## config.mk

```make
export PLATFORM = sky130hd
export DESIGN_NAME = qpsk_symbol_sequencer_flat
export DESIGN_NICKNAME = d
export VERILOG_FILES = /design/src/rtl/qpsk_pkg.sv /design/src/rtl/qpsk_symbol_sequencer_if.sv /design/src/rtl/mapper.sv /design/src/rtl/qpsk_symbol_sequencer.sv /design/src/flat_wrapper.sv
export SDC_FILE = /design/constraint.sdc
export NUM_CORES = 1
export LEC_CHECK = 0
export ABC_AREA = 1
export BUFFER_PORTS_ARGS = -buffer_cell sky130_fd_sc_hd__buf_2
export CAP_MARGIN = 10
export CORE_ASPECT_RATIO = 0.9
export CORE_MARGIN = 2
export CORE_UTILIZATION = 43
export DETAILED_ROUTE_END_ITERATION = 8
export PLACE_DENSITY = 0.8
export SLEW_MARGIN = 20
export SYNTH_ARGS = -nofsm -noshare
export SYNTH_HDL_FRONTEND = slang
export SYNTH_SLANG_ARGS = --single-unit
export TNS_END_PERCENT = 1
```

## constraint.sdc

```tcl
create_clock -name clk -period 1.4 [get_ports clk]
set_input_delay 0.14 -clock clk [delete_from_list [all_inputs] [get_ports clk]]
set_output_delay 0.14 -clock clk [all_outputs]
set_load 0.03 [all_outputs]
```

## src/rtl/qpsk_pkg.sv

```systemverilog
// Shared constants and state encoding for the QPSK symbol sequencer.
// Q16.16 symbol amplitudes and the sequencer FSM state type.
package qpsk_pkg;

  // +/- 0.7071 in Q16.16
  localparam logic signed [31:0] QPSK_POS = 32'sh0000_B505;
  localparam logic signed [31:0] QPSK_NEG = 32'shFFFF_4AFB;

  // State encodings (PRE is only reachable when the preamble is compiled in)
  localparam logic [1:0] IDLE_ENC = 2'd0;
  localparam logic [1:0] HALF_ENC = 2'd1;
  localparam logic [1:0] PRE_ENC  = 2'd2;

  typedef enum logic [1:0] {
    IDLE = IDLE_ENC,
    HALF = HALF_ENC,
    PRE  = PRE_ENC
  } seq_state_t;

endpackage

```

## src/rtl/qpsk_symbol_sequencer_if.sv

```systemverilog
// Bit-stream input and symbol-stream output bundle of the QPSK sequencer.
// master: the sequencer itself; slave: the surrounding environment.
interface qpsk_symbol_sequencer_if #(
  parameter int CNT_W = 16
);
  logic                    bit_in;
  logic                    bit_valid;
  logic                    bit_last;
  logic                    bit_ready;
  logic signed [31:0]      sym_re;
  logic signed [31:0]      sym_im;
  logic                    sym_valid;
  logic                    sym_last;
  logic                    sym_ready;
  logic [CNT_W-1:0]        frame_sym_cnt;

  modport master (
    input  bit_in, bit_valid, bit_last, sym_ready,
    output bit_ready, sym_re, sym_im, sym_valid, sym_last, frame_sym_cnt
  );

  modport slave (
    output bit_in, bit_valid, bit_last, sym_ready,
    input  bit_ready, sym_re, sym_im, sym_valid, sym_last, frame_sym_cnt
  );
endinterface

```

## src/rtl/mapper.sv

```systemverilog
// Combinational QPSK mapper: bit1 selects the real part, bit2 the imaginary.
// A 0 bit maps to +0.7071, a 1 bit to -0.7071 (Q16.16).
module mapper
  import qpsk_pkg::*;
(
  input  logic               bit1,
  input  logic               bit2,
  output logic signed [31:0] re,
  output logic signed [31:0] im
);
  assign re = bit1 ? QPSK_NEG : QPSK_POS;
  assign im = bit2 ? QPSK_NEG : QPSK_POS;
endmodule

```

## src/rtl/qpsk_symbol_sequencer.sv

```systemverilog
// QPSK symbol sequencer: pairs a serial bit stream MSB-first, maps each pair
// through the mapper and holds the result in a one-entry output register with
// valid/ready backpressure. Odd frames are padded with PAD_BIT; data symbols
// per frame are counted (saturating).
// Optional build macro QPSK_SEQ_PREAMBLE_EN: prepend PREAMBLE_LEN fixed
// symbols taken from PREAMBLE_PAT at the start of every frame.
module qpsk_symbol_sequencer
  import qpsk_pkg::*;
#(
  parameter logic PAD_BIT = 1'b0,
  parameter int   CNT_W   = 16
`ifdef QPSK_SEQ_PREAMBLE_EN
  ,
  parameter int                        PREAMBLE_LEN = 4,
  parameter logic [2*PREAMBLE_LEN-1:0] PREAMBLE_PAT = 8'b00_11_01_10
`endif
) (
  input  logic                      clk,
  input  logic                      rst_n,
  qpsk_symbol_sequencer_if.master   io
);

  seq_state_t         state_reg;
  logic               held_reg;
  logic               sof_reg;
  logic               sym_valid_reg;
  logic               sym_last_reg;
  logic signed [31:0] sym_re_reg;
  logic signed [31:0] sym_im_reg;
  logic [CNT_W-1:0]   cnt_reg;

  logic               out_free;
  logic               accept_state;
  logic               accept_ok;
  logic               bit_fire;
  logic               load_data;
  logic               map_b1;
  logic               map_b2;
  logic signed [31:0] map_re;
  logic signed [31:0] map_im;
  logic [CNT_W-1:0]   cnt_inc;

`ifdef QPSK_SEQ_PREAMBLE_EN
  logic [2:0] pre_idx_reg;
  logic       need_pre_reg;
  logic [1:0] pre_tab [8];

  // Unpack the preamble pattern into an 8-entry pair table, MSB pair first
  for (genvar gi = 0; gi < 8; gi++) begin : g_pre_tab
    if (gi < PREAMBLE_LEN) begin : g_used
      assign pre_tab[gi] = PREAMBLE_PAT[2*PREAMBLE_LEN-1-2*gi -: 2];
    end else begin : g_unused
      assign pre_tab[gi] = 2'b00;
    end
  end

  // While a preamble is owed, IDLE must not swallow the first frame bit
  assign accept_state = (state_reg == HALF) || (state_reg == IDLE && !need_pre_reg);
`else
  assign accept_state = (state_reg == IDLE) || (state_reg == HALF);
`endif

  // Output register may be (re)loaded when empty or draining this cycle
  assign out_free  = !sym_valid_reg || io.sym_ready;
  assign accept_ok = rst_n && accept_state && out_free;
  assign bit_fire  = io.bit_valid && accept_ok;
  // A data symbol completes on the second bit of a pair or on an odd last bit
  assign load_data = bit_fire && ((state_reg == HALF) || io.bit_last);

  // Select the bit pair presented to the mapper for the current state
  always_comb begin
    map_b1 = io.bit_in;
    map_b2 = PAD_BIT;
    case (state_reg)
      HALF: begin
        map_b1 = held_reg;
        map_b2 = io.bit_in;
      end
`ifdef QPSK_SEQ_PREAMBLE_EN
      PRE: begin
        map_b1 = pre_tab[pre_idx_reg][1];
        map_b2 = pre_tab[pre_idx_reg][0];
      end
`endif
      default: ;
    endcase
  end

  // Next symbol count: restart at 1 on the first data symbol of a frame, else saturate
  always_comb begin
    if (sof_reg) begin
      cnt_inc = CNT_W'(1);
    end else if (&cnt_reg) begin
      cnt_inc = cnt_reg;
    end else begin
      cnt_inc = cnt_reg + CNT_W'(1);
    end
  end

  mapper u_mapper (
    .bit1 (map_b1),
    .bit2 (map_b2),
    .re   (map_re),
    .im   (map_im)
  );

  // Sequencer FSM with registered symbol output stage and frame counter
  always_ff @(posedge clk) begin
    if (!rst_n) begin
      state_reg     <= IDLE;
      held_reg      <= 1'b0;
      sof_reg       <= 1'b1;
      sym_valid_reg <= 1'b0;
      sym_last_reg  <= 1'b0;
      sym_re_reg    <= '0;
      sym_im_reg    <= '0;
      cnt_reg       <= '0;
`ifdef QPSK_SEQ_PREAMBLE_EN
      pre_idx_reg   <= 3'd0;
      need_pre_reg  <= 1'b1;
`endif
    end else begin
      if (sym_valid_reg && io.sym_ready) begin
        sym_valid_reg <= 1'b0;
      end

      // A same-cycle load overrides the drain above
      if (load_data) begin
        sym_valid_reg <= 1'b1;
        sym_re_reg    <= map_re;
        sym_im_reg    <= map_im;
        sym_last_reg  <= io.bit_last;
        cnt_reg       <= cnt_inc;
        sof_reg       <= io.bit_last;
`ifdef QPSK_SEQ_PREAMBLE_EN
        need_pre_reg  <= io.bit_last;
`endif
      end

      case (state_reg)
        IDLE: begin
`ifdef QPSK_SEQ_PREAMBLE_EN
          if (need_pre_reg && io.bit_valid) begin
            state_reg   <= PRE;
            pre_idx_reg <= 3'd0;
          end
`endif
          if (bit_fire && !io.bit_last) begin
            held_reg  <= io.bit_in;
            state_reg <= HALF;
          end
        end
        HALF: begin
          if (bit_fire) begin
            state_reg <= IDLE;
          end
        end
`ifdef QPSK_SEQ_PREAMBLE_EN
        PRE: begin
          if (out_free) begin
            sym_valid_reg <= 1'b1;
            sym_re_reg    <= map_re;
            sym_im_reg    <= map_im;
            sym_last_reg  <= 1'b0;
            pre_idx_reg   <= pre_idx_reg + 3'd1;
            if (pre_idx_reg == 3'(PREAMBLE_LEN - 1)) begin
              state_reg    <= IDLE;
              need_pre_reg <= 1'b0;
            end
          end
        end
`endif
        default: state_reg <= IDLE;
      endcase
    end
  end

  assign io.bit_ready     = accept_ok;
  assign io.sym_valid     = sym_valid_reg;
  assign io.sym_last      = sym_last_reg;
  assign io.sym_re        = sym_re_reg;
  assign io.sym_im        = sym_im_reg;
  assign io.frame_sym_cnt = cnt_reg;

endmodule

```

## src/flat_wrapper.sv

```systemverilog
// flat-port wrapper written by rule: the top's interface ports become plain ports
module qpsk_symbol_sequencer_flat import qpsk_pkg::*;
#(
  parameter logic PAD_BIT = 1'b0,
  parameter int   CNT_W   = 16

)
  (clk, rst_n, io_bit_in, io_bit_valid, io_bit_last, io_sym_ready, io_bit_ready, io_sym_re, io_sym_im, io_sym_valid, io_sym_last, io_frame_sym_cnt);
  qpsk_symbol_sequencer_if #(.CNT_W(CNT_W)) io_i ();
  input  logic clk;
  input  logic rst_n;
  input wire logic [$bits(io_i.bit_in)-1:0] io_bit_in;
  input wire logic [$bits(io_i.bit_valid)-1:0] io_bit_valid;
  input wire logic [$bits(io_i.bit_last)-1:0] io_bit_last;
  input wire logic [$bits(io_i.sym_ready)-1:0] io_sym_ready;
  output wire logic [$bits(io_i.bit_ready)-1:0] io_bit_ready;
  output wire logic [$bits(io_i.sym_re)-1:0] io_sym_re;
  output wire logic [$bits(io_i.sym_im)-1:0] io_sym_im;
  output wire logic [$bits(io_i.sym_valid)-1:0] io_sym_valid;
  output wire logic [$bits(io_i.sym_last)-1:0] io_sym_last;
  output wire logic [$bits(io_i.frame_sym_cnt)-1:0] io_frame_sym_cnt;
  assign io_i.bit_in = io_bit_in;
  assign io_i.bit_valid = io_bit_valid;
  assign io_i.bit_last = io_bit_last;
  assign io_i.sym_ready = io_sym_ready;
  assign io_bit_ready = io_i.bit_ready;
  assign io_sym_re = io_i.sym_re;
  assign io_sym_im = io_i.sym_im;
  assign io_sym_valid = io_i.sym_valid;
  assign io_sym_last = io_i.sym_last;
  assign io_frame_sym_cnt = io_i.frame_sym_cnt;
  qpsk_symbol_sequencer #(.PAD_BIT(PAD_BIT), .CNT_W(CNT_W)) u_core (.clk(clk), .rst_n(rst_n), .io(io_i));
endmodule
```

==> impl_metrics.env <==
export IMPL_status="finished with violations"
export IMPL_violations="negative setup slack"
export IMPL_hold_depth=3
export IMPL_floorplan_die_width_um=75.00
export IMPL_synthTopCellsByArea="dfxtp_1 27%, buf_4 23%, nand2_1 12%"
export IMPL_grt_busiest_layer="met2"
export IMPL_holdPathEnd="u_core.held_reg$_SDFFE_PN0P_"
export IMPL_synth_warning_count=0
export IMPL_crit_path_cell_trace="ha_4, nand2_4, nor2_4, nand4_4, buf_6, nand3_2, nand2_2, inv_1, nor2_1"
export IMPL_clkTransAtPathRegs_ns=0.10
export IMPL_clk_root_buffer_cell="clkbuf_8"
export IMPL_r2r_path_end="u_core.io.frame_sym_cnt[7]$_SDFFE_PN0P_"
export IMPL_die_area_um2=5092
export IMPL_tightestPinTransition_ns=0.2985
export IMPL_overflow=0
export IMPL_average_wire_per_cell_in_the_routed_design_um=11.28
export IMPL_finalMaxSlewViolations=0
export IMPL_reg2reg_setup_slack_ns=-0.01
export IMPL_grt_use_met1_pct=20.30
export IMPL_tritoncts="done"
export IMPL_post_route_worst_setup_slack_ns=-0.01319
export IMPL_synth_seq_cells=26
export IMPL_fmax_mhz=707.6
export IMPL_design_final_nets=344
export IMPL_hp_class="primary input to register"
export IMPL_final_cells=398
export IMPL_post_placement_cell_count=388
export IMPL_cts_sinks=26
export IMPL_clock_insertion_delay_worst_skew_ns=0.28
export IMPL_route_detailed_drc=0
export IMPL_antenna_found_initial=0
export IMPL_drt_iter0_drc=98
export IMPL_io_buffers=88
export IMPL_largest_reg_flops=16
export IMPL_setup_viol=2
export IMPL_syn_instance_count=292
export IMPL_synthDistinctLibCells=27
export IMPL_finalHoldViolations=0
export IMPL_area_growth_syn_to_layout_pct=17.58
export IMPL_worstSetupStartpoint="u_core.io.frame_sym_cnt[0]$_SDFFE_PN0P_"
export IMPL_grt_pass1_vias=1414
export IMPL_half_perimeter_wire_length_after_detailed_placement_um=3186
export IMPL_rsz0062_at_grt="true"
export IMPL_vias=1828
export IMPL_final_hold_slack_ns=0.1308
export IMPL_post_synth_instance_area_um2=1951
export IMPL_overall_fraction_of_global_route_tracks_in_use_pct=16.23
export IMPL_initial_utilization_pct=44.30
export IMPL_synth_area_per_cell_um2=6.680
export IMPL_timing_hold_worst_start="io_bit_in"
export IMPL_layout_filler_cells=438
export IMPL_die_height_um=67.90
export IMPL_worstPathRequired_ns=1.58
export IMPL_multi_input_comb_area_um2=873.3
export IMPL_critPathBufInv=2
export IMPL_gp_congestion=0.9235
export IMPL_pin_count_of_the_biggest_net_entering_global_routing=27
export IMPL_grt_util_met2_pct=27.19
export IMPL_critical_path_top_delay_family="simple AND/OR/NAND/NOR gates"
export IMPL_crit_path_top_delay_cell="dfxtp_4"
export IMPL_maxCapViolCount=0
export IMPL_cts_hold_repair_buffers=0
export IMPL_ctsLongestPathBuffers=2
export IMPL_floorplan_io_pins=89
export IMPL_arrival_time_of_the_worst_setup_path_ns=1.60
export IMPL_first_pass_grt_wire_length_um=6327
export IMPL_worst_ir_drop_vdd_v=0.0005135
export IMPL_path_depth_of_the_worst_reg2reg_path=9
export IMPL_timing_critical_path_depth=9
export IMPL_timing_critical_path_slowest_cell_delay_ns=0.37
export IMPL_globalRouteMet3Util_pct=3.240
export IMPL_insertedDiodeCount=0
export IMPL_routed_via_density=4.593
export IMPL_yosysSeqAreaShare_pct=26.68
export IMPL_placementRows=23
export IMPL_setup_worst_path_start_class="register"
export IMPL_critical_register_to_register_path_startpoint="u_core.io.frame_sym_cnt[0]$_SDFFE_PN0P_"
export IMPL_power_density_cell_area_nw_per_um2=828.1
export IMPL_cp_end_kind="register"
export IMPL_relSlewSlack_pct=80.10
export IMPL_post_route_min_period_ns=1.413
export IMPL_cts_made_buffers=3
export IMPL_drt_total_wl_um=4491
export IMPL_design_power_total_mw=1.899
export IMPL_post_route_cells_drive_above_1_share_pct=48.51
export IMPL_finish_utilization_pct=52.09
export IMPL_ff_latch_area_um2=548.0
export IMPL_htree_levels=1
export IMPL_synth_top_area_cell="dfxtp_1"
export IMPL_final_antenna_net_count=0
export IMPL_finalClockSkew_ns=0.002277
export IMPL_syn_nets=299
export IMPL_total_negative_setup_slacks_ns=-0.01700
export IMPL_crit_fanout=5
export IMPL_power_static_leakage_nw=1.206
export IMPL_timing_worst_setup_path_type="register to register"
export IMPL_coreArea_um2=4403
export IMPL_drt_pass1_iter_count=4
export IMPL_period_share_pct=100.9
export IMPL_yosysTopAreaCellShare_pct=26.68
## layer usage
metal  vias to the layer above  routed length (um)
met3                         9                 273
met4                         0                  95
met5                         -                   0
met1                       822                1940
met2                        64                2182
li1                        933                   -
## how the worst max path moves through the flow
stage                     slack [ns]                                       end
after floorplan                -0.06   u_core.io.frame_sym_cnt[9]$_SDFFE_PN0P_
after global placement          0.03  u_core.io.frame_sym_cnt[10]$_SDFFE_PN0P_
after detailed placement       -0.01  u_core.io.frame_sym_cnt[10]$_SDFFE_PN0P_
after CTS                      0.006   u_core.io.frame_sym_cnt[7]$_SDFFE_PN0P_
after global routing           -0.09   u_core.io.frame_sym_cnt[7]$_SDFFE_PN0P_
final                          -0.01   u_core.io.frame_sym_cnt[7]$_SDFFE_PN0P_
## area by class of cell
| type | count | area share [%] |
|---|---|---|
| multi-input combinational | 165 | 38.08 |
| timing repair buffer | 106 | 25.70 |
| sequential | 26 | 23.90 |
| inverter | 35 | 6.056 |
| tap | 62 | 3.382 |
| clock buffer | 4 | 2.891 |
## logic make-up after synthesis
family / count (synthesis) / share of synthesized area (%)
buf+inv: 101 / 32.71
flops: 26 / 26.68
compound gates: 30 / 8.339
fa+ha+maj: 1 / 0.6413
simple gates: 134 / 31.62
## Yosys cell counts
cell type / number
nand2_1: 64
buf_4: 61
inv_1: 33
nor2_1: 29
dfxtp_1: 26
nand3_1: 19
a21oi_1: 13
o21ai_0: 13
nor2_2: 7
nand2_2: 5
buf_6: 3
nor2_4: 3
nor3_1: 2
a211oi_1: 1
clkbuf_1: 1
dlygate4sd1_1: 1
ha_1: 1
inv_2: 1
inv_4: 1
nand2_4: 1
nand3b_1: 1
nand4_1: 1
nand4_4: 1
nor3b_1: 1
o211a_1: 1
o211ai_1: 1
o21bai_1: 1
## worst register-to-register path, delay by kind of cell (launching register included)
family | cells | cell delay (ns)
and+or+nand+nor | 6 | 0.56
DFF | 1 | 0.37
adders and majority gates | 1 | 0.15
buffers and inverters | 2 | 0.24
## stage by stage
| stage | instance area (um2) | worst slack (ns) |
|---|---|---|
| after CTS | 2161 | 0.005800 |
| final | 2293 | -0.01319 |
| after global placement | 2092 | 0.02779 |
| after floorplan | 1988 | -0.05933 |
| after global routing | 2293 | -0.09430 |
| after detailed placement | 2092 | -0.01457 |
## power by group
part	internal (mW)	total (mW)	switching, mW
registers	0.768	0.805	0.0366
logic	0.152	0.525	0.373
clock network	0.312	0.569	0.258
total	1.23	1.90	0.668
## what timing repair did
item / 4_1_cts / 5_1_grt
setup endpoints to repair: 51 / 13
gates resized for setup: 3 / 21
pin swaps: 0 / 5
gates cloned: 0 / 1
buffers inserted: 0 / 5
## placed cells by master (no fill, tap or decap), drive strengths merged, types with 2 or more instances in the layout
cell type / count
dfxtp: 26
o21ai: 13
inv: 35
nor3: 2
buf: 106
clkbuf: 4
nand4: 2
nor2: 39
nand3: 19
nand2: 70
a21oi: 13
(Power assumes the default switching activity.)
